===== src/rtl/cond_unit_pkg.sv =====
// Shared definitions for the condition unit: ARM condition codes, flag bit positions
// and FlagW group encodings.
package cond_unit_pkg;

  localparam logic [3:0] COND_EQ = 4'b0000;
  localparam logic [3:0] COND_NE = 4'b0001;
  localparam logic [3:0] COND_CS = 4'b0010;
  localparam logic [3:0] COND_CC = 4'b0011;
  localparam logic [3:0] COND_MI = 4'b0100;
  localparam logic [3:0] COND_PL = 4'b0101;
  localparam logic [3:0] COND_VS = 4'b0110;
  localparam logic [3:0] COND_VC = 4'b0111;
  localparam logic [3:0] COND_HI = 4'b1000;
  localparam logic [3:0] COND_LS = 4'b1001;
  localparam logic [3:0] COND_GE = 4'b1010;
  localparam logic [3:0] COND_LT = 4'b1011;
  localparam logic [3:0] COND_GT = 4'b1100;
  localparam logic [3:0] COND_LE = 4'b1101;
  localparam logic [3:0] COND_AL = 4'b1110;
  localparam logic [3:0] COND_NV = 4'b1111;

  localparam int FLAG_N = 3;
  localparam int FLAG_Z = 2;
  localparam int FLAG_C = 1;
  localparam int FLAG_V = 0;

  localparam logic [1:0] FLAGW_NONE = 2'b00;
  localparam logic [1:0] FLAGW_CV   = 2'b01;
  localparam logic [1:0] FLAGW_NZ   = 2'b10;
  localparam logic [1:0] FLAGW_ALL  = 2'b11;
  localparam int FLAGW_NZ_BIT = 1;
  localparam int FLAGW_CV_BIT = 0;

endpackage


===== src/rtl/cond_check.sv =====
// Purely combinational ARM condition-field evaluator: Cond + {N,Z,C,V} -> pass/fail.
module cond_check
  import cond_unit_pkg::*;
(
  input  logic [3:0] cond,
  input  logic [3:0] flags,
  output logic       cond_eval
);

  logic n, z, c, v;

  assign n = flags[FLAG_N];
  assign z = flags[FLAG_Z];
  assign c = flags[FLAG_C];
  assign v = flags[FLAG_V];

  always_comb begin
    cond_eval = 1'b0;
    case (cond)
      COND_EQ: cond_eval = z;
      COND_NE: cond_eval = ~z;
      COND_CS: cond_eval = c;
      COND_CC: cond_eval = ~c;
      COND_MI: cond_eval = n;
      COND_PL: cond_eval = ~n;
      COND_VS: cond_eval = v;
      COND_VC: cond_eval = ~v;
      COND_HI: cond_eval = c & ~z;
      COND_LS: cond_eval = ~c | z;
      COND_GE: cond_eval = (n == v);
      COND_LT: cond_eval = (n != v);
      COND_GT: cond_eval = ~z & (n == v);
      COND_LE: cond_eval = z | (n != v);
      COND_AL: cond_eval = 1'b1;
      // The reserved encoding never executes.
      COND_NV: cond_eval = 1'b0;
      default: cond_eval = 1'b0;
    endcase
  end

endmodule


===== src/rtl/cond_unit.sv =====
// Flag register, registered condition result and write gating for the multicycle core.
// Optional squashed-write counter is built only when COND_SQUASH_CNT_EN is defined.
module cond_unit
  import cond_unit_pkg::*;
#(
  parameter int CNT_W = 16
) (
  input  logic             clk,
  input  logic             reset,
  input  logic [3:0]       Cond,
  input  logic [3:0]       ALUFlags,
  input  logic [1:0]       FlagW,
  input  logic             PCS,
  input  logic             NextPC,
  input  logic             RegW,
  input  logic             MemW,
  output logic [3:0]       Flags,
  output logic             CondEx,
  output logic             PCWrite,
  output logic             RegWrite,
  output logic             MemWrite,
  output logic [CNT_W-1:0] SquashCnt
);

  logic       cond_eval;
  logic [3:0] flags_reg;
  logic       cond_ex_reg;

  cond_check u_cond_check (
    .cond      (Cond),
    .flags     (flags_reg),
    .cond_eval (cond_eval)
  );

  // Flags are judged by the pre-edge condition, so an instruction's own flag
  // update never influences whether it is allowed to set them.
  always_ff @(posedge clk or posedge reset) begin
    if (reset) begin
      flags_reg   <= 4'b0000;
      cond_ex_reg <= 1'b0;
    end else begin
      cond_ex_reg <= cond_eval;
      if (FlagW[FLAGW_NZ_BIT] & cond_eval)
        flags_reg[FLAG_N:FLAG_Z] <= ALUFlags[FLAG_N:FLAG_Z];
      if (FlagW[FLAGW_CV_BIT] & cond_eval)
        flags_reg[FLAG_C:FLAG_V] <= ALUFlags[FLAG_C:FLAG_V];
    end
  end

  assign Flags    = flags_reg;
  assign CondEx   = cond_ex_reg;
  assign PCWrite  = NextPC | (PCS & cond_ex_reg);
  assign RegWrite = RegW & cond_ex_reg;
  assign MemWrite = MemW & cond_ex_reg;

`ifdef COND_SQUASH_CNT_EN
  logic [CNT_W-1:0] squash_cnt_reg;
  logic             squash;

  assign squash = (RegW | MemW | (PCS & NextPC)) & ~cond_ex_reg;

  // Saturating: once all-ones the count stays put until reset.
  always_ff @(posedge clk or posedge reset) begin
    if (reset)
      squash_cnt_reg <= '0;
    else if (squash && (squash_cnt_reg != {CNT_W{1'b1}}))
      squash_cnt_reg <= squash_cnt_reg + 1'b1;
  end

  assign SquashCnt = squash_cnt_reg;
`else
  assign SquashCnt = '0;
`endif

endmodule


===== config.mk =====
export PLATFORM = sky130hd
export DESIGN_NAME = cond_unit
export DESIGN_NICKNAME = d
export VERILOG_FILES = /design/src/rtl/cond_unit_pkg.sv /design/src/rtl/cond_check.sv /design/src/rtl/cond_unit.sv
export SDC_FILE = /design/constraint.sdc
export NUM_CORES = 1
export LEC_CHECK = 0
export BUFFER_PORTS_ARGS = -buffer_cell sky130_fd_sc_hd__buf_2
export CAP_MARGIN = 0
export CORE_MARGIN = 3
export CORE_UTILIZATION = 35
export DETAILED_ROUTE_END_ITERATION = 10
export GPL_TIMING_DRIVEN = 0
export PLACE_DENSITY_LB_ADDON = 0.25
export SLEW_MARGIN = 5
export SYNTH_ARGS = -nofsm -noshare
export SYNTH_HDL_FRONTEND = slang
export SYNTH_SLANG_ARGS = --single-unit

===== constraint.sdc =====
create_clock -name clk -period 1.7 [get_ports clk]
set_input_delay 0.085 -clock clk [delete_from_list [all_inputs] [get_ports clk]]
set_output_delay 0.085 -clock clk [all_outputs]
set_load 0.02 [all_outputs]

==> qor.txt, run 1 <==
WL/cell: 9.85 microns
Via density per instance: 4.32
Total length of routed wires: 1.15 mm
Final antenna diode count: 0
Cell family with the largest share of critical-path delay: compound AO/OA/AOI/OAI gates
Worst hold path class: in -> reg
Hold depth: 2
Max-cap violations: 0
Initial detailed-routing violation count: 7
Setup crit end kind: register
Total congestion overflow: 0
Clock tree from TritonCTS: yes
Final setup slack of the worst path: -0.0718 ns
Largest net degree at the start of global routing: 11
Total Nets Final: 119
Synth unique cells: 27
Beginning of the worst register-to-register path: Flags[3]
Met2 wirelength from detailed routing: 541 microns
Violations in the final reports: setup timing
Antenna violations before repair: 0
Placement Setup Slack: -0.0748 ns
Worst path buffer plus inverter count: 0
Weighted congestion reported at the end of routability-driven placement: 0.785
Standard cell with the maximum stage delay on the critical path: dfrtp_2
Share of synthesized area spent on multiplexers: 11.8%
CTS clock-pin slew for the worst setup and hold paths: 0.04 ns
Run status: finished with violations
Highest-count cells in the layout ignoring fill and taps: buf_2 (22), buf_4 (18), conb_1 (16)
Total of flip-flops plus latches after synthesis: 5
Number of CTS-inserted buffers: 3
Fmax: 564 MHz
Fin Setup TNS: -0.226 ns
Cells on worst reg2reg path: 5
Cell Rows: 13
Area growth from synthesis to layout: 46.5%
Highest metal layer used by the detailed router: met4
Largest family of logic cells by synthesized area: buffers and inverters
Global router's overall resource usage: 11.0%
Most frequent standard cell in the layout excluding fill and tap cells: buf_2
Residual DRC count: 0
Worst Skew: 0.00421 ns
R2r setup slk: -0.07 ns
I/O pin total: 40
Critical Path Source Type: register
Utilization after layout: 58.2%
Critical path, cell by cell: xnor3_1, nand3_1, a41o_2, a21oi_2, mux2_1
Crit-path max cell delay: 0.42 ns
Setup violators final: 4
Largest driver fanout on the critical path: 4
Die Height: 45.6 microns
Maximum root-to-sink buffer count: 2
Via count: 505
Unrepaired setup endpoints after global routing: yes
DR pass1 iterations: 4
Initial core utilization: 39.7%
Hold path startpoint: ALUFlags[3]
Number of warning messages in the yosys log: 0
Number of levels in the clock H-tree: 1
Areal power density over the cells: 935 nW/um^2
Clock root buffer: clkbuf_4
Die Outline Area: 2080 sq um
Min-Delay Endpoint: Flags[3]
Proportion of synthesized chip area in sequential cells: 22.8%
Worst r2r dst: Flags[0]
Pins Over Slew Limit: 0
Die Wd: 45.6 microns
Count of final hold-check violations: 0
Via count of the first global-routing pass: 400
Synth Area in Compound Gates: 14.8%
First-pass GRT wire length: 1.61 mm
Final min period: 1.77 ns
Total half-perimeter wirelength after legalization and detailed placement: 955 microns
Metal3 WL: 160 microns
Category of the critical setup timing path: reg -> reg
Syn Std Cell Area: 549 sq um
Worst EP arrival: 1.89 ns
Post-synthesis adder-cell area fraction: 0%
Required @ worst endpoint: 1.82 ns
Core outline area: 1380 sq um
Remaining antenna violation count: 0
Share of the synthesized netlist area taken by xor and xnor gates: 7.29%
Worst-Skew Late Latency: 0.24 ns
Number of port buffers: 21
Fraction of layout cells with a size suffix above 1: 51.0%
Instance count of the mapped netlist: 60
Final Power: 0.753 mW
Average cell area after synthesis: 9.15 sq um
Final period util: 104%
Worst IR drop on VDD: 0.503 mV
Simple logic cell fraction of the synthesized area: 16.9%
Clock sink total: 5
Met1 wire length: 445 microns
Leak: 0.437 nW
registers in the layout, summed over array words and instances, names as in the netlist:
signal / flops
Flags: 4
CondEx: 1
layout make-up:
cell class / instances / area, sq um
Buffer: 19 / 138
Clock buffer: 4 / 26.3
Fill cell: 137 / 578
Inverter: 1 / 3.75
Multi-Input combinational cell: 50 / 368
Sequential cell: 5 / 128
Tap cell: 15 / 18.8
Timing Repair Buffer: 23 / 123
where the power goes:
group / leakage [nW] / internal (mW) / switching (mW)
sequential: 0.0562 / 0.162 / 0.0538
combinational: 0.366 / 0.192 / 0.210
clock: 0.0150 / 0.0885 / 0.0461
total: 0.437 / 0.443 / 0.310
Yosys cell counts:
cell type | number | area (sq um)
a41o_2 | 1 | 11.3
mux2_1 | 4 | 45.0
buf_2 | 1 | 5.00
nor2_1 | 1 | 3.75
xnor3_1 | 1 | 22.5
conb_1 | 1 | 3.75
clkbuf_2 | 1 | 5.00
mux2i_1 | 2 | 20.0
o32ai_2 | 1 | 16.3
and2_1 | 2 | 12.5
a211o_1 | 1 | 8.76
a21boi_0 | 1 | 7.51
xor2_1 | 2 | 17.5
nand2b_1 | 1 | 6.26
nand3b_1 | 3 | 22.5
dfrtp_1 | 5 | 125
inv_1 | 1 | 3.75
and4b_1 | 1 | 10.0
o21ai_0 | 1 | 5.00
o211ai_1 | 1 | 7.51
a21o_1 | 1 | 7.51
nor3_1 | 1 | 5.00
nand2_1 | 5 | 18.8
nand3_1 | 1 | 5.00
a21oi_2 | 2 | 17.5
buf_4 | 17 | 128
nor4b_1 | 1 | 8.76
how the worst max path moves through the flow:
stage	start	end	slack (ns)	cells past startpoint
final	Flags[3]	Flags[0]	-0.07	5
after global placement	Flags[3]	Flags[3]	-0.05	5
after global routing	Flags[3]	Flags[1]	-0.11	5
after CTS	Flags[3]	Flags[3]	-0.07	5
after detailed placement	Flags[3]	Flags[3]	-0.07	5
after floorplan	Flags[3]	Flags[0]	-0.02	5
worst register-to-register path: cells and delay by family (launching register included):
family | cells | cell delay [ns]
AO/OA/AOI/OAI | 2 | 0.43
flip-flops | 1 | 0.42
XOR/XNOR | 1 | 0.37
multiplexers | 1 | 0.34
AND/OR/NAND/NOR | 1 | 0.09
logic make-up after synthesis:
logic type / after synthesis
DFF: 5
AOI/OAI and AO/OA: 9
buffers and inverters: 20
and+or+nand+nor: 16
other: 1
xor gates and xnor gates: 3
muxes: 6
through the flow:
| step | std cells | cell area [sq um] | hold slack, ns |
|---|---|---|---|
| finish | 117 | 805 | 0.0599 |
| global route | 117 | 805 | 0.0627 |
| CTS | 117 | 801 | 0.0528 |
| detailed placement | 111 | 749 | -0.0108 |
| global placement | 111 | 749 | -0.0130 |
| floorplan | 75 | 626 | -0.137 |
repair_timing:
| action | in CTS | in global routing |
|---|---|---|
| resized for setup | 1 | 1 |
| pin swaps | 1 | 1 |
| setup endpoints to repair | 4 | 4 |
| hold buffers | 1 | 0 |
| hold endpoints to repair | 5 | 0 |
| setup buffers | 1 | 0 |
per-layer routing:
layer / up-vias / GRT usage [%]
met1: 210 / 12.0
met2: 34 / 18.9
met5: - / 0
li1: 259 / -
met4: 0 / 3.51
met3: 2 / 4.74
No activity file was read; power rests on OpenSTA's default activity.
==> inputs of run 2 (changes only) <==
Settings changed: CORE_UTILIZATION 35 to 33, SYNTH_HIERARCHICAL set to 1.
==> qor.txt, run 2 <==
Total length of routed wires: 978 microns (-15%)
Finished layout cell area: 719 sq um (-11%)
WL/cell: 8.73 microns (-11%)
Residual DRC count: 0 (unchanged)
Maximum root-to-sink buffer count: 2 (unchanged)
Instance count of the mapped netlist: 55 (-8.3%)
Count of final hold-check violations: 0 (unchanged)
Setup crit end kind: register
Worst Skew: 0.00188 ns (-0.00233 ns)
Via density per instance: 4.07 (-5.7%)
Clock tree from TritonCTS: yes
Total of flip-flops plus latches after synthesis: 5 (unchanged)
Fraction of layout cells with a size suffix above 1: 51.5% (+0.57 points)
Share of Yosys cell area claimed by the top area cell type: 26.6% (+3.3 points)
Share of total power in combinational logic: 56.5% (+3.1 points)
Synth Area in Compound Gates: 14.3% (-0.48 points)
Core outline area: 1330 sq um (-3.5%)
Max-cap violations: 0 (unchanged)
Proportion of total power due to net switching: 44.1% (+3.0 points)
Beginning of the worst register-to-register path: Flags[3]
Required @ worst endpoint: 1.82 ns (about the same)
Min-Delay Endpoint: Flags[1]
I/O pin total: 40 (unchanged)
Global router's overall resource usage: 9.75% (-1.3 points)
Total half-perimeter wirelength after legalization and detailed placement: 790 microns (-17%)
Share of the synthesized netlist area taken by xor and xnor gates: 7.29% (about the same)
Worst hold path class: in -> reg
Dominant register cell in the synthesized netlist: dfrtp_1
Post-synthesis adder-cell area fraction: 0% (unchanged)
Synth area leader: buf_4
Cell with the most instances after synthesis: buf_4
Fin Setup TNS: -0.836 ns (-0.610 ns)
Fmax: 523 MHz (-7.3%)
Initial core utilization: 36.0% (-3.7 points)
Antenna violations before repair: 0 (unchanged)
Number of CTS-inserted buffers: 3 (unchanged)
Final setup slack of the worst path: -0.212 ns (-0.140 ns)
Share of synthesized area spent on multiplexers: 11.5% (-0.39 points)
Placed standard-cell area: 663 sq um (-12%)
Worst EP arrival: 2.03 ns (+0.14 ns)
Highest-count cells in the layout ignoring fill and taps: buf_2 (21), buf_4 (18), conb_1 (16)
Top cell types by occurrence after synthesis: buf_4 (17), dfrtp_1 (5), mux2_2 (4), a21oi_1 (3), xor2_1 (3)
Final period util: 112% (+8.2 points)
Via count of the first global-routing pass: 358 (-11%)
Clock root buffer: clkbuf_4
Remaining antenna violation count: 0 (unchanged)
Worst r2r dst: Flags[0]
Simple logic cell fraction of the synthesized area: 11.2% (-5.7 points)
Die Height: 44.2 microns (-3.2%)
CTS clock-pin slew for the worst setup and hold paths: 0.04 ns (about the same)
Weighted congestion reported at the end of routability-driven placement: 0.649 (-17%)
Async S/R FF share, synth: 100% (unchanged)
Largest net degree at the start of global routing: 9 (-2)
First-pass GRT wire length: 1.37 mm (-15%)
Final antenna diode count: 0 (unchanged)
Hold depth: 2 (unchanged)
R2r setup slk: -0.21 ns (-0.14 ns)
Switching power summed over all nets: 0.401 mW (+30%)
Cell internal power dissipation: 0.508 mW (+15%)
Top cells by area, synth: buf_4 (27%), dfrtp_1 (26%), mux2_2 (9.4%), xor2_1 (5.5%), a21oi_1 (3.1%)
Clock network fraction of design power: 15.0% (-2.9 points)
Die Outline Area: 1950 sq um (-6.3%)
Clock sink total: 5 (unchanged)
Number of levels in the clock H-tree: 1 (unchanged)
Number of enable-type register cells in the synthesized netlist: 0 (unchanged)
Via count: 456 (-9.7%)
Largest family of logic cells by synthesized area: buffers and inverters
Unrepaired setup endpoints after global routing: yes
Hold path startpoint: ALUFlags[1]
Areal power density over the cells: 1260 nW/um^2 (+35%)
# placed instances: 106 (-4.5%)
Pins Over Slew Limit: 0 (unchanged)
Worst IR drop on VDD: 0.791 mV (+57%)
Final min period: 1.91 ns (+0.140 ns)
Total Nets Final: 114 (-4.2%)
Violations in the final reports: setup timing
Max FFs per register: 4 (unchanged)
Run status: finished with violations
Cell Rows: 13 (unchanged)
Most frequent standard cell in the layout excluding fill and tap cells: buf_2
Leak: 0.398 nW (-8.8%)
Proportion of synthesized chip area in sequential cells: 26.0% (+3.3 points)
Worst-Skew Late Latency: 0.24 ns (about the same)
Critical Path Source Type: register
Largest driver fanout on the critical path: 3 (-1)
Final Instance Count excl. Fillers: 112 (-4.3%)
Area growth from synthesis to layout: 49.7%
Number of warning messages in the yosys log: 6 (+6)
Setup violators final: 4 (unchanged)
Min Hold Slack: 0.0756 ns (+0.0157 ns)
Synth unique cells: 24 (-11%)
Relative contribution of sequential cells to total power: 28.4% (-0.3 points)
Number of port buffers: 21 (unchanged)
Die Wd: 44.2 microns (-3.2%)
DR pass1 iterations: 4 (unchanged)
Placement Setup Slack: -0.285 ns (-0.211 ns)
Syn Std Cell Area: 480 sq um (-13%)
Category of the critical setup timing path: reg -> reg
Cells on worst reg2reg path: 7 (+2)
Total congestion overflow: 0 (unchanged)
Average cell area after synthesis: 8.74 sq um (-4.6%)
Initial detailed-routing violation count: 4 (-3)
run 2: cell count changes in the layout (fill, tap and decap cells not counted), moves of 3 or more:
cell      delta
mux2_2       +4
a21oi_1      +3
nand2_1      -3
mux2_1       -4
nand3b_1     -3
run 2: repair_timing:
item / CTS / global route
pin swaps: 2 / 1
endpoints found under the hold margin: 5 / 0
buffers inserted: 1 / 0
hold buffers: 1 / 0
endpoints found under the setup margin: 4 / 4
gates resized for setup: 1 / 1
run 2: worst max-delay path, stage by stage (launching register included):
cell and delay (ns):
dfrtp_2 0.41, xor2_2 0.19, xor2_1 0.15, a2111oi_2 0.29, a311oi_1 0.08, o22ai_1 0.25
nand2_1 0.13, mux2_2 0.29
run 2: cell families (layout without fill, tap and decap cells):
logic type | count (synthesis) | after routing
buf+inv | 20 | 47
compound gates | 10 | 10
simple gates | 10 | 10
mux | 5 | 5
flops | 5 | 5
xor+xnor | 4 | 4
other cells | 1 | 16
run 2: layout make-up:
class | instances | area (sq um)
multi-input combinational | 45 | 285
inverter | 2 | 7.51
sequential | 5 | 128
fill | 140 | 614
buffer | 18 | 131
timing repair buffer | 23 | 123
tap | 15 | 18.8
clock buffer | 4 | 26.3
run 2: how the worst max path moves through the flow:
| stage | to | from | slack (ns) |
|---|---|---|---|
| detailed placement | Flags[3] | Flags[3] | -0.29 |
| global placement | Flags[0] | Flags[3] | -0.27 |
| CTS | Flags[0] | Flags[3] | -0.24 |
| global route | Flags[3] | Flags[2] | -0.36 |
| finish | Flags[0] | Flags[3] | -0.21 |
| floorplan | Flags[0] | Flags[3] | -0.17 |
run 2: power by group through the flow:
stage | clock network (mW) | logic, mW | registers (mW)
after floorplan | 0 | 0.284 | 0.318
after global placement | 0 | 0.467 | 0.257
after detailed placement | 0 | 0.470 | 0.259
after CTS | 0.145 | 0.505 | 0.260
after global routing | 0.151 | 0.560 | 0.271
final | 0.137 | 0.514 | 0.259
run 2: routing by layer:
layer | up-vias | part of all wire (%) | global-route usage (%)
met5 | - | 0 | 0
met1 | 195 | 37 | 9.77
met2 | 23 | 52 | 16.0
li1 | 238 | - | -
met4 | 0 | 0 | 9.04
met3 | 0 | 11 | 2.85
run 2: metrics by stage:
step	utilization (%)	power, mW
final	53.9	0.909
after global routing	53.9	0.982
after CTS	53.6	0.910
after detailed placement	49.7	0.730
after global placement	49.7	0.724
after floorplan	-	0.602
==> inputs of run 3 (changes only) <==
Settings changed: CORE_UTILIZATION 33 to 37.
Clock period 1.7 ns to 2.1 ns, I/O delays scaled along.
==> qor.txt, run 3 (same netlist as run 2, synthesis figures left out) <==
Die Outline Area: 1770 sq um (-9.4%)
Areal power density over the cells: 1010 nW/um^2 (-20%)
CTS clock-pin slew for the worst setup and hold paths: 0.04 ns (about the same)
Number of CTS-inserted buffers: 3 (unchanged)
I/O pin total: 40 (unchanged)
Setup crit end kind: register
Via count of the first global-routing pass: 387 (+8.1%)
Maximum root-to-sink buffer count: 2 (unchanged)
Worst hold path class: in -> reg
Fin Setup TNS: 0 ns (+0.836 ns)
Total congestion overflow: 0 (unchanged)
Weighted congestion reported at the end of routability-driven placement: 0.620 (-4.5%)
Clock root buffer: clkbuf_4
Initial detailed-routing violation count: 6 (+2)
Total half-perimeter wirelength after legalization and detailed placement: 863 microns (+9.2%)
Clock sink total: 5 (unchanged)
Worst setup path endpoint: Flags[1]
Area occupied by multi-input gates: 287 sq um (+0.44%)
Die Height: 42.0 microns (-4.8%)
Area growth from synthesis to layout: 47.7%
Most frequent standard cell in the layout excluding fill and tap cells: buf_2
Final Instance Count excl. Fillers: 110 (-1.8%)
Final period util: 92.4% (-20 points)
Final min period: 1.94 ns (+0.0278 ns)
Max FFs per register: 4 (unchanged)
Highest-count cells in the layout ignoring fill and taps: buf_2 (21), buf_4 (17), conb_1 (16)
Initial core utilization: 41.6% (+5.5 points)
Worst r2r dst: Flags[1]
Start point of the critical path: Flags[3]
Fill cell total of the finished layout: 117 (-16%)
Largest net degree at the start of global routing: 9 (unchanged)
Total length of routed wires: 1.02 mm (+4.3%)
Residual DRC count: 0 (unchanged)
Final Power: 0.719 mW (-21%)
Cells on worst reg2reg path: 7 (unchanged)
Required @ worst endpoint: 2.23 ns (+0.41 ns)
WL/cell: 9.27 microns (+6.2%)
Pins Over Slew Limit: 0 (unchanged)
Antenna violations before repair: 0 (unchanged)
# placed instances: 105 (-0.94%)
Category of the critical setup timing path: reg -> reg
Max-cap violations: 0 (unchanged)
Global router's overall resource usage: 12.3% (+2.6 points)
Run status: completed
Count of final hold-check violations: 0 (unchanged)
Total Nets Final: 113 (-0.88%)
First-pass GRT wire length: 1.61 mm (+18%)
Fmax: 516 MHz (-1.4%)
Number of levels in the clock H-tree: 1 (unchanged)
Unrepaired setup endpoints after global routing: no
Fraction of layout cells with a size suffix above 1: 49.0% (-2.6 points)
Final antenna diode count: 0 (unchanged)
Cell Rows: 12 (-1)
Via density per instance: 4.14 (+1.6%)
Setup violators final: 0 (-4)
Number of port buffers: 21 (unchanged)
Worst IR drop on VDD: 0.789 mV (-0.22%)
Critical Path Source Type: register
Leak: 0.398 nW (-0.18%)
Via count: 455 (-0.22%)
Reg area: 125 sq um (-2.0%)
R2r setup slk: 0.16 ns (+0.37 ns)
Worst Skew: 0.00296 ns (+0.00108 ns)
Worst-Skew Late Latency: 0.25 ns (about the same)
DR pass1 iterations: 3 (-1)
Remaining antenna violation count: 0 (unchanged)
Core outline area: 1160 sq um (-13%)
Die Wd: 42.0 microns (-4.8%)
Worst EP arrival: 2.07 ns (+0.04 ns)
Largest driver fanout on the critical path: 4 (+1)
Beginning of the worst register-to-register path: Flags[3]
Clock tree from TritonCTS: yes
-- run 3: cell count changes in the layout (fill, tap and decap cells not counted) --
cell and change:
a2111oi_2 -1, dfrtp_2 -2, buf_4 -1, o22ai_1 -1, o22ai_2 +1, a2111oi_1 +1
dfrtp_1 +2
-- run 3: repair_timing --
item / in CTS / in global routing
gates resized for setup: 0 / 2
endpoints found under the setup margin: 0 / 4
hold buffers: 1 / 0
buffers inserted: 0 / 0
hold endpoints to repair: 5 / 0
-- run 3: area by class of cell --
type                            instances  area share, %
Multi-Input combinational cell         45           40.4
Buffer                                 18           18.5
Sequential cell                         5           17.6
Timing Repair Buffer                   22           16.2
Clock buffer                            4           3.70
Tap cell                               14           2.47
Inverter                                2           1.06
-- run 3: how the worst min path moves through the flow --
stage,from,to,slack [ns],cells past startpoint
3_3_place_gp,reset,Flags[1],0.003,2
3_5_place_dp,reset,Flags[1],0.009,2
5_1_grt,ALUFlags[2],Flags[2],0.1,2
2_1_floorplan,reset,CondEx,-0.12,1
4_1_cts,ALUFlags[2],Flags[2],0.09,2
6_report,ALUFlags[0],Flags[0],0.09,2
-- run 3: critical path: stages, from the launching register on --
cell and delay (ns):
dfrtp_1 0.42, xor2_2 0.21, xor2_1 0.15, a2111oi_1 0.38, a311oi_1 0.10, o22ai_2 0.16
nand2_1 0.11, mux2_2 0.28
-- run 3: per-layer routing --
layer,track usage (%),vias up,wire length [microns]
met5,0,-,0
met2,20.4,24,550
met4,11.2,0,28
met3,3.43,3,112
li1,-,235,-
met1,12.3,193,328
-- run 3: per-stage QoR --
stage | instance area, sq um | setup WS [ns] | hold WS [ns] | utilization (%)
2_1_floorplan | 537 | 0.162 | -0.116 | -
3_3_place_gp | 659 | 0.0882 | 0.00262 | 57.0
3_5_place_dp | 659 | 0.0401 | 0.00904 | 57.0
4_1_cts | 696 | 0.0386 | 0.0852 | 60.2
5_1_grt | 709 | 0.0184 | 0.0952 | 61.4
6_report | 709 | 0.160 | 0.0935 | 61.4
-- run 3: power by group --
group | internal [mW] | switching [mW] | total [mW]
Combinational | 0.179 | 0.217 | 0.396
Clock | 0.0719 | 0.0407 | 0.113
Sequential | 0.144 | 0.0664 | 0.211
